`src/rtl/l1_cmd_sequencer.sv`:
```
// L1 command sequencer: merges a 4-deep trace command FIFO with L2 snoop requests
// and issues one command at a time to the L1 data cache, with fairness and a watchdog.
module l1_cmd_sequencer (
    input  logic        clk,
    input  logic        rst,
    input  logic        in_valid,
    output logic        in_ready,
    input  logic [2:0]  in_cmd,
    input  logic [59:0] in_addr,
    input  logic        snoop_valid,
    input  logic        snoop_kind,
    input  logic [59:0] snoop_addr,
    output logic        snoop_ready,
    output logic        cache_write,
    output logic [2:0]  cache_cmd,
    output logic [59:0] cache_addr,
    input  logic        cache_processing,
    output logic        busy,
    output logic [31:0] issued_count,
    output logic [15:0] drop_count,
    output logic        timeout_err
);

    typedef enum logic [2:0] {
        IDLE       = 3'd0,
        ISSUE      = 3'd1,
        WAIT_START = 3'd2,
        WAIT_DONE  = 3'd3,
        ERROR      = 3'd4
    } state_t;

    state_t      state_r;
    logic [62:0] fifo_mem_r [0:3];
    logic [1:0]  wr_ptr_r;
    logic [1:0]  rd_ptr_r;
    logic [2:0]  count_r;
    logic [1:0]  fair_r;
    logic [7:0]  wd_r;
    logic        cache_write_r;
    logic        snoop_ready_r;
    logic [2:0]  cache_cmd_r;
    logic [59:0] cache_addr_r;
    logic [31:0] issued_count_r;
    logic [15:0] drop_count_r;
    logic        timeout_err_r;

    logic        fifo_full_s;
    logic        fifo_empty_s;
    logic        in_ready_s;
    logic        push_s;
    logic        pop_s;
    logic        can_select_s;
    logic        trace_owed_s;
    logic        sel_snoop_s;
    logic [62:0] head_s;
    logic        head_drop_s;

    // Selection, FIFO handshake and fairness decode
    always_comb begin
        fifo_full_s  = (count_r == 3'd4);
        fifo_empty_s = (count_r == 3'd0);
        in_ready_s   = !fifo_full_s && (state_r != ERROR);
        push_s       = in_valid && in_ready_s;
        head_s       = fifo_mem_r[rd_ptr_r];
        head_drop_s  = (head_s[62:60] > 3'd4);
        can_select_s = (state_r == IDLE) && !cache_processing;
        trace_owed_s = (fair_r == 2'd3) && !fifo_empty_s;
        sel_snoop_s  = can_select_s && snoop_valid && !trace_owed_s;
        pop_s        = can_select_s && !sel_snoop_s && !fifo_empty_s;
    end

    // Trace FIFO storage and pointers; data words are not reset
    always_ff @(posedge clk) begin
        if (rst) begin
            wr_ptr_r <= 2'd0;
            rd_ptr_r <= 2'd0;
            count_r  <= 3'd0;
        end else begin
            if (push_s) begin
                fifo_mem_r[wr_ptr_r] <= {in_cmd, in_addr};
                wr_ptr_r             <= wr_ptr_r + 2'd1;
            end
            if (pop_s) begin
                rd_ptr_r <= rd_ptr_r + 2'd1;
            end
            count_r <= count_r + {2'b00, push_s} - {2'b00, pop_s};
        end
    end

    // Main sequencer FSM with registered cache-side outputs and counters
    always_ff @(posedge clk) begin
        if (rst) begin
            state_r        <= IDLE;
            fair_r         <= 2'd0;
            wd_r           <= 8'd0;
            cache_write_r  <= 1'b0;
            snoop_ready_r  <= 1'b0;
            cache_cmd_r    <= 3'd0;
            cache_addr_r   <= 60'd0;
            issued_count_r <= 32'd0;
            drop_count_r   <= 16'd0;
            timeout_err_r  <= 1'b0;
        end else begin
            cache_write_r <= 1'b0;
            snoop_ready_r <= 1'b0;
            case (state_r)
                IDLE: begin
                    if (sel_snoop_s) begin
                        snoop_ready_r <= 1'b1;
                        cache_write_r <= 1'b1;
                        cache_cmd_r   <= snoop_kind ? 3'd4 : 3'd2;
                        cache_addr_r  <= snoop_addr;
                        state_r       <= ISSUE;
                        // Only snoops that bypass waiting trace work count towards fairness
                        fair_r        <= fifo_empty_s ? 2'd0 : fair_r + 2'd1;
                    end else if (pop_s) begin
                        fair_r <= 2'd0;
                        if (head_drop_s) begin
                            if (drop_count_r != 16'hFFFF) begin
                                drop_count_r <= drop_count_r + 16'd1;
                            end
                        end else begin
                            cache_write_r <= 1'b1;
                            cache_cmd_r   <= head_s[62:60];
                            cache_addr_r  <= head_s[59:0];
                            state_r       <= ISSUE;
                        end
                    end
                end
                ISSUE: begin
                    issued_count_r <= issued_count_r + 32'd1;
                    state_r        <= WAIT_START;
                end
                WAIT_START: begin
                    // A cache that finishes within one cycle is seen as done in WAIT_DONE
                    wd_r    <= 8'd0;
                    state_r <= WAIT_DONE;
                end
                WAIT_DONE: begin
                    if (!cache_processing) begin
                        state_r <= IDLE;
                    end else if (wd_r == 8'd254) begin
                        wd_r          <= wd_r + 8'd1;
                        timeout_err_r <= 1'b1;
                        state_r       <= ERROR;
                    end else begin
                        wd_r <= wd_r + 8'd1;
                    end
                end
                ERROR: begin
                    state_r <= ERROR;
                end
                default: begin
                    state_r <= IDLE;
                end
            endcase
        end
    end

    assign in_ready     = in_ready_s;
    assign busy         = (state_r != IDLE);
    assign snoop_ready  = snoop_ready_r;
    assign cache_write  = cache_write_r;
    assign cache_cmd    = cache_cmd_r;
    assign cache_addr   = cache_addr_r;
    assign issued_count = issued_count_r;
    assign drop_count   = drop_count_r;
    assign timeout_err  = timeout_err_r;

endmodule

```
`config.mk`:
```
export PLATFORM = sky130hd
export DESIGN_NAME = l1_cmd_sequencer
export DESIGN_NICKNAME = d
export VERILOG_FILES = /design/src/rtl/l1_cmd_sequencer.sv
export SDC_FILE = /design/constraint.sdc
export NUM_CORES = 1
export LEC_CHECK = 0
export CORE_ASPECT_RATIO = 0.9
export CORE_MARGIN = 3
export CORE_UTILIZATION = 54
export CTS_CLUSTER_SIZE = 20
export DETAILED_ROUTE_END_ITERATION = 8
export PLACE_DENSITY = 0.78
export SLEW_MARGIN = 10
export SYNTH_ARGS = -nofsm -noshare
export SYNTH_HDL_FRONTEND = slang
export SYNTH_SLANG_ARGS = --single-unit
```
`constraint.sdc`:
```
create_clock -name clk -period 4.2 [get_ports clk]
set_clock_uncertainty 0.1 [all_clocks]
set_input_delay 1.26 -clock clk [delete_from_list [all_inputs] [get_ports clk]]
set_output_delay 1.26 -clock clk [all_outputs]
set_load 0.05 [all_outputs]
```
Word-level counts from Yosys, hierarchy flattened
Memories as Yosys holds them, arrays and structs flattened. A register that Yosys moved wholly into a read port is not among the register bits.
Index checks and enable logic that the tools add are counted.
{ "totals": {"reg_bits": 134, "mem_count": 1, "ram_bits": 252, "input_bits": 129} }
{ "mem_list": {"columns": ["name", "words", "width", "read_ports", "rd_ports_with_merged_regs", "wr", "line", "rtl"], "rows": [
  ["fifo_mem_r", 4, 63, 1, 1, 1, "33", "logic [62:0] fifo_mem_r [0:3];"]
]} }
{ "classes": {"mux": 27, "order_cmp": 1, "n_reduce_logical": 25, "n_bitwise": 2, "addsub": 8, "eq_ne": 14} }
{ "op_table": {"columns": ["op", "n"], "rows": [
  ["2-to-1 mux 60 bit", 3],
  ["adder 32 x 1 -> 32 bit, second input constant", 1],
  ["2-to-1 mux 3 bit", 9],
  ["adder 16 x 1 -> 16 bit, second input constant", 1],
  ["inequality test 16 bit, second input constant", 1],
  ["one-hot mux 8 bit (2 select lines)", 1],
  ["one-hot mux 3 bit (5 select lines)", 1],
  ["inequality test 3 bit, second input constant", 4],
  ["2-to-1 mux 2 bit", 5],
  ["AND reduction 3 bit", 3],
  ["adder 8 x 1 -> 8 bit, second input constant", 1],
  ["equality test 8 bit, second input constant", 1],
  ["logical AND 1 bit", 8],
  ["2-to-1 mux 8 bit", 1],
  ["2-to-1 mux 1 bit", 7],
  ["adder 2 x 1 -> 2 bit, second input constant", 3],
  ["equality test 3 x 2 -> 1 bit, second input constant", 2],
  ["equality test 3 bit, second input constant", 2],
  ["logical NOT 3 bit", 2],
  ["logical NOT 1 bit", 5],
  ["AND reduction 5 bit", 1],
  ["inequality test 2 bit, second input constant", 2],
  ["AND reduction 2 bit", 2],
  ["nonzero test 2 bit", 2],
  ["other kinds (8)", 9]
]} }

Depth between registers and ports, before layout
Gate-level depths: netlist of run 1.
{ "logic_depth": {"depth_word": 11, "ltp_mapped": 12, "mapped_depth_nobuf": 12} }

Least setup slack after synthesis of run 1
Ideal clock, no wire load.
{ "synth_timing": {"path_kind": "reg2reg", "from": "register state_r[0]", "to": "memory fifo_mem_r[0][0] (enable)", "arrival_time_ps": 3426, "path_slack_ps": 247, "required_ps": 3672, "path_stages_with_launch": 7, "path_buffers": 1, "path_cell_list": "dfxtp_1 > buf_2 > nor2_1 > a22oi_1 > nand2_1 > nor2_1 > and2_1"} }
{ "synth_between": {"elab_chain_len": 6} }
{ "synth_rtl": {"columns": ["item", "line", "rtl"], "rows": [
  ["from (decl)", "32", "state_t state_r;"],
  ["from (signal assigned)", "93", "state_r <= IDLE;"],
  ["from (signal assigned)", "113", "state_r <= ISSUE;"],
  ["from (signal assigned)", "126", "state_r <= ISSUE;"],
  ["inequality test 3 bit", "62", "in_ready_s = !fifo_full_s && (state_r != ERROR);"],
  ["logical AND 1 bit", "62", null],
  ["named net in_ready", "7", "output logic in_ready,"],
  ["logical AND 1 bit", "63", "push_s = in_valid && in_ready_s;"],
  ["2-to-1 mux 1 bit", "79", "if (push_s) begin"],
  ["2-to-1 mux 1 bit", "74", "if (rst) begin"],
  ["2-to-1 mux 1 bit (not written as such)", "80", "fifo_mem_r[wr_ptr_r] <= {in_cmd, in_addr};"],
  ["to (decl)", "33", null]
]} }
The timed path passes the listed nets, and every way through them passes these cells.

Worst setup path in the final report of run 1
{ "layout_timing": {"from": "register state_r[0]", "to": "output in_ready"} }
{ "layout_between": {"elab_chain_len": 2} }
{ "layout_rtl": {"columns": ["item", "line"], "rows": [
  ["inequality test 3 bit", "62"],
  ["logical AND 1 bit", "62"],
  ["to (decl)", "7"]
]} }
No other way between the ends.

==> summary.txt, run 1 <==
Status
  – Run status: finished clean

Global route
  – M3 GR Usage: 4.97%
  – Gr busiest metal: met2
  – First-pass GRT wire length: 52000 um
  – Met1 Resource Use GR: 29.3%
  – Largest net degree at the start of global routing: 71
  – Met2 usage: 34.4%
  – Vias in the first global route: 9533
  – Tot GR Track Use: 21.3%
  – Initial antenna violation count: 4
  – Congestion Overflow GR: 0

Power and ir drop
  – Lkg Pwr: 0.00670 uW
  – Peak supply drop: 0.415 mV
  – Cell Pwr Density: 537 nW/um^2

Routing
  – Routed wire length: 33100 um
  – DR iter-0 viols: 552
  – Routed len/inst: 20.1 um
  – DR DRC count: 0
  – Pre-antenna DRT Iters: 5
  – Via count: 9292
  – Vias per inst: 5.64
  – ANT nets after route: 0

Setup path
  – Reg2Reg Setup Slack: 1420 ps
  – Reg2reg path depth: 6
  – Arr. time, crit path: 2410 ps
  – Crit path kind: reg -> out
  – Cell count along the critical path: 3
  – Crit end category: output port
  – Worst path bufs/invs: 1
  – Critical Path Source Type: flip-flop
  – Worst Setup EP: in_ready
  – CP max stage delay: 880 ps
  – Top delay family on crit path: buffers and inverters
  – Crit path launch: state_r[0]
  – Critical-path top delay cell: clkdlybuf4s50_1
  – FF-to-FF End: cache_addr[16]
  – CP max FO: 11
  – Worst path cell trace: nor2_1 -> a22oi_1 -> clkdlybuf4s50_1
  – CP required: 2840 ps

Final layout
  – FF+latch area: 10300 sq um
  – Layout cells sized above 1: 17.3%
  – # fillers: 1901
  – Most frequent cells in the layout: edfxtp_1 (252), clkdlybuf4s50_1 (243), dfxtp_1 (134)
  – Nets: 1397
  – Area Growth Syn to Fin: 26.8%
  – Area of the multi-input gates: 4990 sq um
  – Fin cells: 1647
  – Commonest non-fill, non-tap cell in the layout: edfxtp_1

Synth
  – Leading area contributor after synthesis: edfxtp_1
  – Syn Inst Count: 1009
  – Yosys warns: 0
  – Syn_nets: 1150
  – Seq/Total Area, Yosys: 65.8%
  – Unique masters post-synth: 53
  – Top_reg_cell synth: edfxtp_1
  – Synth async-reset ratio: 0%
  – Synth top area share: 48.4%
  – Netlist Area Pre-Place: 15600 sq um
  – Post-synth EDFFs: 252
  – Synth area leaders: edfxtp_1 (48%), dfxtp_1 (17%), mux4_2 (9.1%)
  – Flops & latches, synth: 388
  – Mean Syn Cell Area: 15.5 sq um

Timing
  – Final min period: 3770 ps
  – Period utilization: 89.9%
  – Setup TNS: 0 ps
  – Worst slew margin: 38.1%
  – Worst-Margin Slew: 929 ps
  – Setup violators final: 0
  – Final Max Slew Viols: 0
  – Final hold vios: 0
  – Top achievable clock speed: 265 MHz
  – RSZ-0062 raised after global routing: no

Min path
  – Min-Delay Path Class: reg -> reg

Clock tree
  – Root Driver: clkbuf_16
  – Clock tree from TritonCTS: done
  – Cts hold-fix bufs: 0
  – Num Clock Sinks: 388
  – CTS Buf Count: 39
  – Reg clk slew, reported paths: 60 ps
  – CTS max path bufs: 3
  – Max H-tree Level: 2
  – Number of gates resized after CTS: 0
  – Post CTS Setup Buffer Count: 0
  – Worst skew pair latency: 520 ps

Die
  – Chip height: 167 um
  – Row count: 58
  – # IOs: 245
  – Die ar.: 31100 sq um
  – Die Width: 185 um
  – Initial Util: 55.4%
  – Core Area: 28200 sq um

Placement
  – Dpl cells: 1575
  – GPL Wtd Cong: 0.779
  – DP Wirelength: 21700 um
  – Port Buf Inserts: 244

Job
  – Max_cap viols: 0
[cell usage after synthesis, types with 2 or more instances]
cell	number
o21a_1	3
xor2_1	15
a22oi_1	2
dfxtp_1	136
xnor2_1	33
a211oi_2	61
o21ai_0	9
nor2_1	130
nand2b_1	2
buf_2	10
nor3_1	14
or3_1	12
and3_1	7
mux2i_1	63
buf_1	3
and4_1	10
o31ai_1	2
a21oi_1	14
and2_1	8
mux4_2	63
nand4_1	15
or4_1	3
inv_1	13
buf_6	14
ha_1	11
nor3b_1	2
nand3_1	18
clkbuf_1	27
nor2b_1	3
nand2_1	24
edfxtp_1	252
nor4_1	9
[layer usage]
metal  vias to the layer above  part of all wire (%)
met3                        53                   6.6
met4                         4                   2.2
li1                       4362                     -
met2                       268                    48
met1                      4605                    43
met5                         -                 0.075
[cell type report]
class	count	share of cell area, %
Sequential cell	388	51.9
Multi-Input combinational cell	552	25.1
Timing Repair Buffer	261	13.5
Clock buffer	53	5.59
Tap cell	360	2.27
Clock inverter	17	1.33
Inverter	14	0.271
Antenna cell	2	0.0252
[sequential cells by signal, summed over array words and instances, names as in the netlist, 2 cells and up, named ones only]
name,cells
fair_r,2
wd_r,8
rd_ptr_r,2
state_r,3
fifo_mem_r,252
wr_ptr_r,2
cache_cmd,3
count_r,3
cache_addr,60
issued_count,32
drop_count,16
[cell families (layout without fill, tap and decap cells)]
group	count (synthesis)	in the layout	synth area share, %
AO/OA/AOI/OAI	98	98	6.35
flip-flops	388	388	65.8
adder cells (fa/ha/maj)	12	12	1.01
AND/OR/NAND/NOR	266	266	8.52
other	0	2	0
multiplexers	128	128	13.2
XOR/XNOR	48	48	2.69
buffers and inverters	69	345	2.44
[where the power goes]
part | internal (uW) | switching, uW | leakage [uW]
clock | 2230 | 1420 | 0.000667
combinational | 966 | 1450 | 0.00263
sequential | 4400 | 187 | 0.00340
[tightest hold or removal path, cell delays in order (launching register included)]
cell,delay [ps]
dfxtp_1,310
inv_1,50
a21oi_1,50
[worst min path at each step]
stage,endpoint,cells past startpoint,from
after floorplan,fair_r[1],2,fair_r[1]
after global placement,timeout_err,2,timeout_err
after detailed placement,timeout_err,2,timeout_err
after CTS,timeout_err,2,timeout_err
after global routing,timeout_err,2,timeout_err
final,timeout_err,2,timeout_err
[per-stage QoR]
step	cell area, sq um	utilization [%]	setup slack [ps]	total power, uW	hold WS [ps]
6_report	19800	70.3	425	10600	342
5_1_grt	19800	70.3	269	11100	362
4_1_cts	19800	70.3	399	10800	347
3_5_place_dp	18500	65.4	279	7090	339
3_3_place_gp	18500	65.4	336	7040	330
2_1_floorplan	15600	-	247	6380	336
Power figures use the tool's default switching activity.
==> run 2, diff against run 1 <==
MAX_ROUTING_LAYER = met4   (was not set)
SLEW_MARGIN = not set   (was 10)
==> run 2 against run 1 <==
Register-to-register slack hardly changed. Non-clock buffer count unchanged. Critical endpoint unchanged. Clock power about the same. Die area unchanged. First-iteration DRC count shrank 10%. Sequential cell count stayed put. Sequential share of layout area about the same. Utilization about the same. Fmax about the same. Largest cell class unchanged.
==> summary.txt, run 2 (synthesis results as in run 1) <==
Status
  – Run status: finished clean

Setup path
  – CP required: 2840 ps
  – Reg2Reg Setup Slack: 1410 ps
  – Arr. time, crit path: 2410 ps
  – Worst path cell trace: nor2_1 -> a22oi_1 -> clkdlybuf4s50_1
  – FF-to-FF End: cache_addr[16]
  – Critical-path top delay cell: clkdlybuf4s50_1
  – Crit end category: output port
  – Reg2reg path depth: 6
  – CP max stage delay: 880 ps
  – CP max FO: 11
  – Crit path kind: reg -> out
  – Critical Path Source Type: flip-flop

Final layout
  – Layout Utilization: 70.3%
  – Nets: 1397
  – Layout cells sized above 1: 17.3%
  – Largest Register: fifo_mem_r
  – Area Growth Syn to Fin: 26.8%
  – Max reg flops: 252
  – Fin cells: 1649
  – Commonest non-fill, non-tap cell in the layout: edfxtp_1
  – Most frequent cells in the layout: edfxtp_1 (252), clkdlybuf4s50_1 (243), dfxtp_1 (134)

Timing
  – Setup TNS: 0 ps
  – Final min period: 3770 ps
  – Final Max Slew Viols: 0
  – Period utilization: 89.8%
  – RSZ-0062 raised after global routing: no
  – Setup WS post-layout: 426 ps
  – Min Hold Slack: 342 ps
  – Final hold vios: 0
  – Worst-Margin Slew: 931 ps
  – Setup violators final: 0
  – Worst slew margin: 38.0%
  – Top achievable clock speed: 265 MHz

Clock tree
  – Reg clk slew, reported paths: 60 ps
  – CTS max path bufs: 3
  – Clock tree from TritonCTS: done
  – Root Driver: clkbuf_16
  – CTS Buf Count: 39
  – Num Clock Sinks: 388
  – Number of gates resized after CTS: 0
  – Max H-tree Level: 2
  – Post CTS Setup Buffer Count: 0
  – Cts hold-fix bufs: 0
  – Worst skew pair latency: 520 ps

Global route
  – Largest net degree at the start of global routing: 71
  – Met2 usage: 34.3%
  – Gr busiest metal: met2
  – Met1 Resource Use GR: 29.7%
  – Initial antenna violation count: 4
  – M3 GR Usage: 4.60%
  – Tot GR Track Use: 21.9%
  – Vias in the first global route: 9521
  – First-pass GRT wire length: 52000 um
  – Congestion Overflow GR: 0

Die
  – Die ar.: 31100 sq um
  – Initial Util: 55.4%
  – Die Width: 185 um
  – Chip height: 167 um
  – Core Area: 28200 sq um
  – Row count: 58
  – # IOs: 245

Routing
  – Routed wire length: 33200 um
  – Via count: 9272
  – ANT nets after route: 0
  – DR DRC count: 0
  – Routed len/inst: 20.1 um
  – Vias per inst: 5.62
  – Pre-antenna DRT Iters: 5
  – DR iter-0 viols: 496

Power and ir drop
  – Cell Pwr Density: 537 nW/um^2
  – Peak supply drop: 0.416 mV
  – Lkg Pwr: 0.00670 uW

Placement
  – DP Wirelength: 21700 um
  – Port Buf Inserts: 244
  – Dpl cells: 1575
  – Placement Setup Slack: 279 ps
  – GPL Wtd Cong: 0.792

Min path
  – Hold worst-path end: timeout_err
  – Hold Path Depth: 2
  – Min-Delay Path Class: reg -> reg
  – Hold Startpoint: timeout_err

Job
  – Max_cap viols: 0
run 2: changes by cell type in the layout (fill, tap and decap cells not counted), sizes merged:
cell,before,now
diode,2,4
run 2: worst max-delay path, delay by kind of cell (launching register included):
kind,cells,cell delay (ps)
AOI/OAI and AO/OA,1,340
buffers and inverters,1,880
DFF,1,550
and+or+nand+nor,1,130
run 2: worst max-delay path by stage:
| stage | start | to | cells after the start |
|---|---|---|---|
| global placement | cache_processing | count_r[2] | 12 |
| global route | state_r[0] | in_ready | 3 |
| floorplan | state_r[0] | fifo_mem_r[0][0] | 6 |
| finish | state_r[0] | in_ready | 3 |
| detailed placement | cache_processing | count_r[2] | 12 |
| CTS | state_r[0] | in_ready | 3 |
run 2: where the power goes:
group / internal (uW) / switching (uW) / leakage, uW
Clock: 2230 / 1420 / 0.000667
Combinational: 966 / 1450 / 0.00263
Sequential: 4400 / 187 / 0.00340
run 2: stage by stage:
| step | total power (uW) | instance area, sq um |
|---|---|---|
| floorplan | 6380 | 15600 |
| CTS | 10800 | 19800 |
| global placement | 7040 | 18500 |
| detailed placement | 7090 | 18500 |
| global route | 11100 | 19800 |
| finish | 10600 | 19800 |
run 2: metal layers:
| metal | wire, um | vias up |
|---|---|---|
| met3 | 2070 | 51 |
| met5 | 0 | - |
| met1 | 14500 | 4595 |
| met4 | 711 | 0 |
| li1 | - | 4364 |
| met2 | 15900 | 262 |
run 2: area by class of cell:
class,instances,area (sq um)
timing repair buffer,261,2670
sequential,388,10300
fill,1899,8390
tap,360,450
multi-input combinational,552,4990
inverter,14,53.8
antenna,4,10.0
clock buffer,53,1110
clock inverter,17,264
==> run 3, diff against run 2 <==
CORE_ASPECT_RATIO = 1.25   (was 0.9)
==> run 3 against run 2 <==
Combinational power about the same. Wire length is 0.55% higher. Register-to-register slack better by 20 ps. Worst setup slack better by 24 ps. Cell area down 0.11%. Sequential power about the same. Sequential share of layout area grew 0.055 points. Fmax rose by 0.63%. Cell count stayed put. Count of clock-buffer cells in the layout grew 1. Die area hardly changed. Critical endpoint unchanged. Largest cell class unchanged. Highest routed layer unchanged.
==> summary.txt, run 3 (synthesis results as in run 1) <==
Status
  – Run status: finished clean

Setup path
  – FF-to-FF End: cache_addr[10]
  – CP max FO: 11
  – Critical Path Source Type: flip-flop
  – Reg2reg path depth: 6
  – CP required: 2840 ps
  – Crit path kind: reg -> out
  – Arr. time, crit path: 2390 ps
  – Crit end category: output port
  – Crit path launch: state_r[0]
  – Reg2Reg Setup Slack: 1430 ps

Routing
  – ANT nets after route: 0
  – Routed wire length: 33400 um
  – DR DRC count: 0
  – DR iter-0 viols: 611
  – Vias per inst: 5.68
  – Pre-antenna DRT Iters: 4
  – Via count: 9364
  – Routed len/inst: 20.2 um

Min path
  – Hold worst-path end: timeout_err
  – Hold Path Depth: 2
  – Min-Delay Path Class: reg -> reg
  – Hold Startpoint: timeout_err

Timing
  – Final Max Slew Viols: 0
  – Final hold vios: 0
  – Worst slew margin: 46.3%
  – Top achievable clock speed: 267 MHz
  – Final min period: 3750 ps
  – RSZ-0062 raised after global routing: no
  – Worst-Margin Slew: 806 ps
  – Period utilization: 89.3%
  – Setup TNS: 0 ps
  – Setup violators final: 0

Die
  – Chip height: 196 um
  – Row count: 69
  – Initial Util: 54.9%
  – # IOs: 245
  – Die ar.: 31100 sq um
  – Die Width: 158 um
  – Core Area: 28500 sq um

Placement
  – DP Wirelength: 21500 um
  – Port Buf Inserts: 244
  – Placed Area: 18500 sq um
  – Dpl cells: 1573
  – GPL Wtd Cong: 0.801

Clock tree
  – Clock tree from TritonCTS: done
  – Reg clk slew, reported paths: 60 ps
  – Cts hold-fix bufs: 0
  – Num Clock Sinks: 388
  – Max H-tree Level: 2
  – CTS max path bufs: 3
  – Number of gates resized after CTS: 0
  – Worst skew pair latency: 520 ps
  – CTS Buf Count: 39
  – Post CTS Setup Buffer Count: 0
  – Root Driver: clkbuf_16

Final layout
  – Area Growth Syn to Fin: 26.7%
  – Area of the multi-input gates: 4990 sq um
  – # fillers: 1879
  – Most frequent cells in the layout: edfxtp_1 (252), clkdlybuf4s50_1 (243), dfxtp_1 (134)
  – Max reg flops: 252
  – Layout cells sized above 1: 17.1%
  – Commonest non-fill, non-tap cell in the layout: edfxtp_1
  – Post-route cell area: 19800 sq um
  – Nets: 1400
  – FF+latch area: 10300 sq um
  – Largest Register: fifo_mem_r
  – Fin cells: 1649

Power and ir drop
  – Peak supply drop: 0.374 mV
  – Cell Pwr Density: 534 nW/um^2
  – Total Power: 10600 uW
  – Lkg Pwr: 0.00670 uW

Global route
  – Vias in the first global route: 9656
  – Initial antenna violation count: 4
  – First-pass GRT wire length: 51800 um
  – Tot GR Track Use: 22.0%
  – Largest net degree at the start of global routing: 72
  – Congestion Overflow GR: 0

Job
  – Max_cap viols: 0
==> run 3: worst max path at each step <==
stage	to	slack, ps	cells past startpoint
2_1_floorplan	fifo_mem_r[0][0]	250	6
3_5_place_dp	count_r[2]	290	12
3_3_place_gp	count_r[2]	350	12
5_1_grt	in_ready	300	3
4_1_cts	in_ready	360	3
6_report	in_ready	450	3
==> run 3: metal layers <==
layer	wire length [um]	GRT usage (%)	up-vias	part of all wire (%)
met5	0	-	-	0
met3	2090	4.61	55	6.3
met2	17400	37.3	281	52
met4	869	6.31	0	2.6
li1	-	-	4366	-
met1	13000	26.7	4662	39
==> run 3: metrics by stage <==
stage	hold slack, ps	util (%)	worst slack, ps
3_5_place_dp	355	64.8	294
2_1_floorplan	336	-	247
6_report	355	69.6	450
3_3_place_gp	333	64.8	345
4_1_cts	362	69.5	365
5_1_grt	386	69.6	297
==> run 3: worst max-delay path, stage by stage (launching register included) <==
cell and delay (ps):
dfxtp_1 540, nor2_1 130, a22oi_1 300, clkdlybuf4s50_1 910
==> run 3: power breakdown <==
group,leakage (uW),switching (uW),internal [uW]
clock,0.000651,1410,2170
sequential,0.00340,193,4400
combinational,0.00265,1440,966
total,0.00670,3050,7540
==> run 3: final cells by class <==
| class | count | share of cell area, % |
|---|---|---|
| clock buffers | 54 | 5.42 |
| inverters | 14 | 0.271 |
| multi-input cells | 552 | 25.2 |
| diodes | 4 | 0.0505 |
| clock inverters | 18 | 1.32 |
| repair buffers | 264 | 13.6 |
| flip-flops and latches | 388 | 51.9 |
| well taps | 355 | 2.24 |
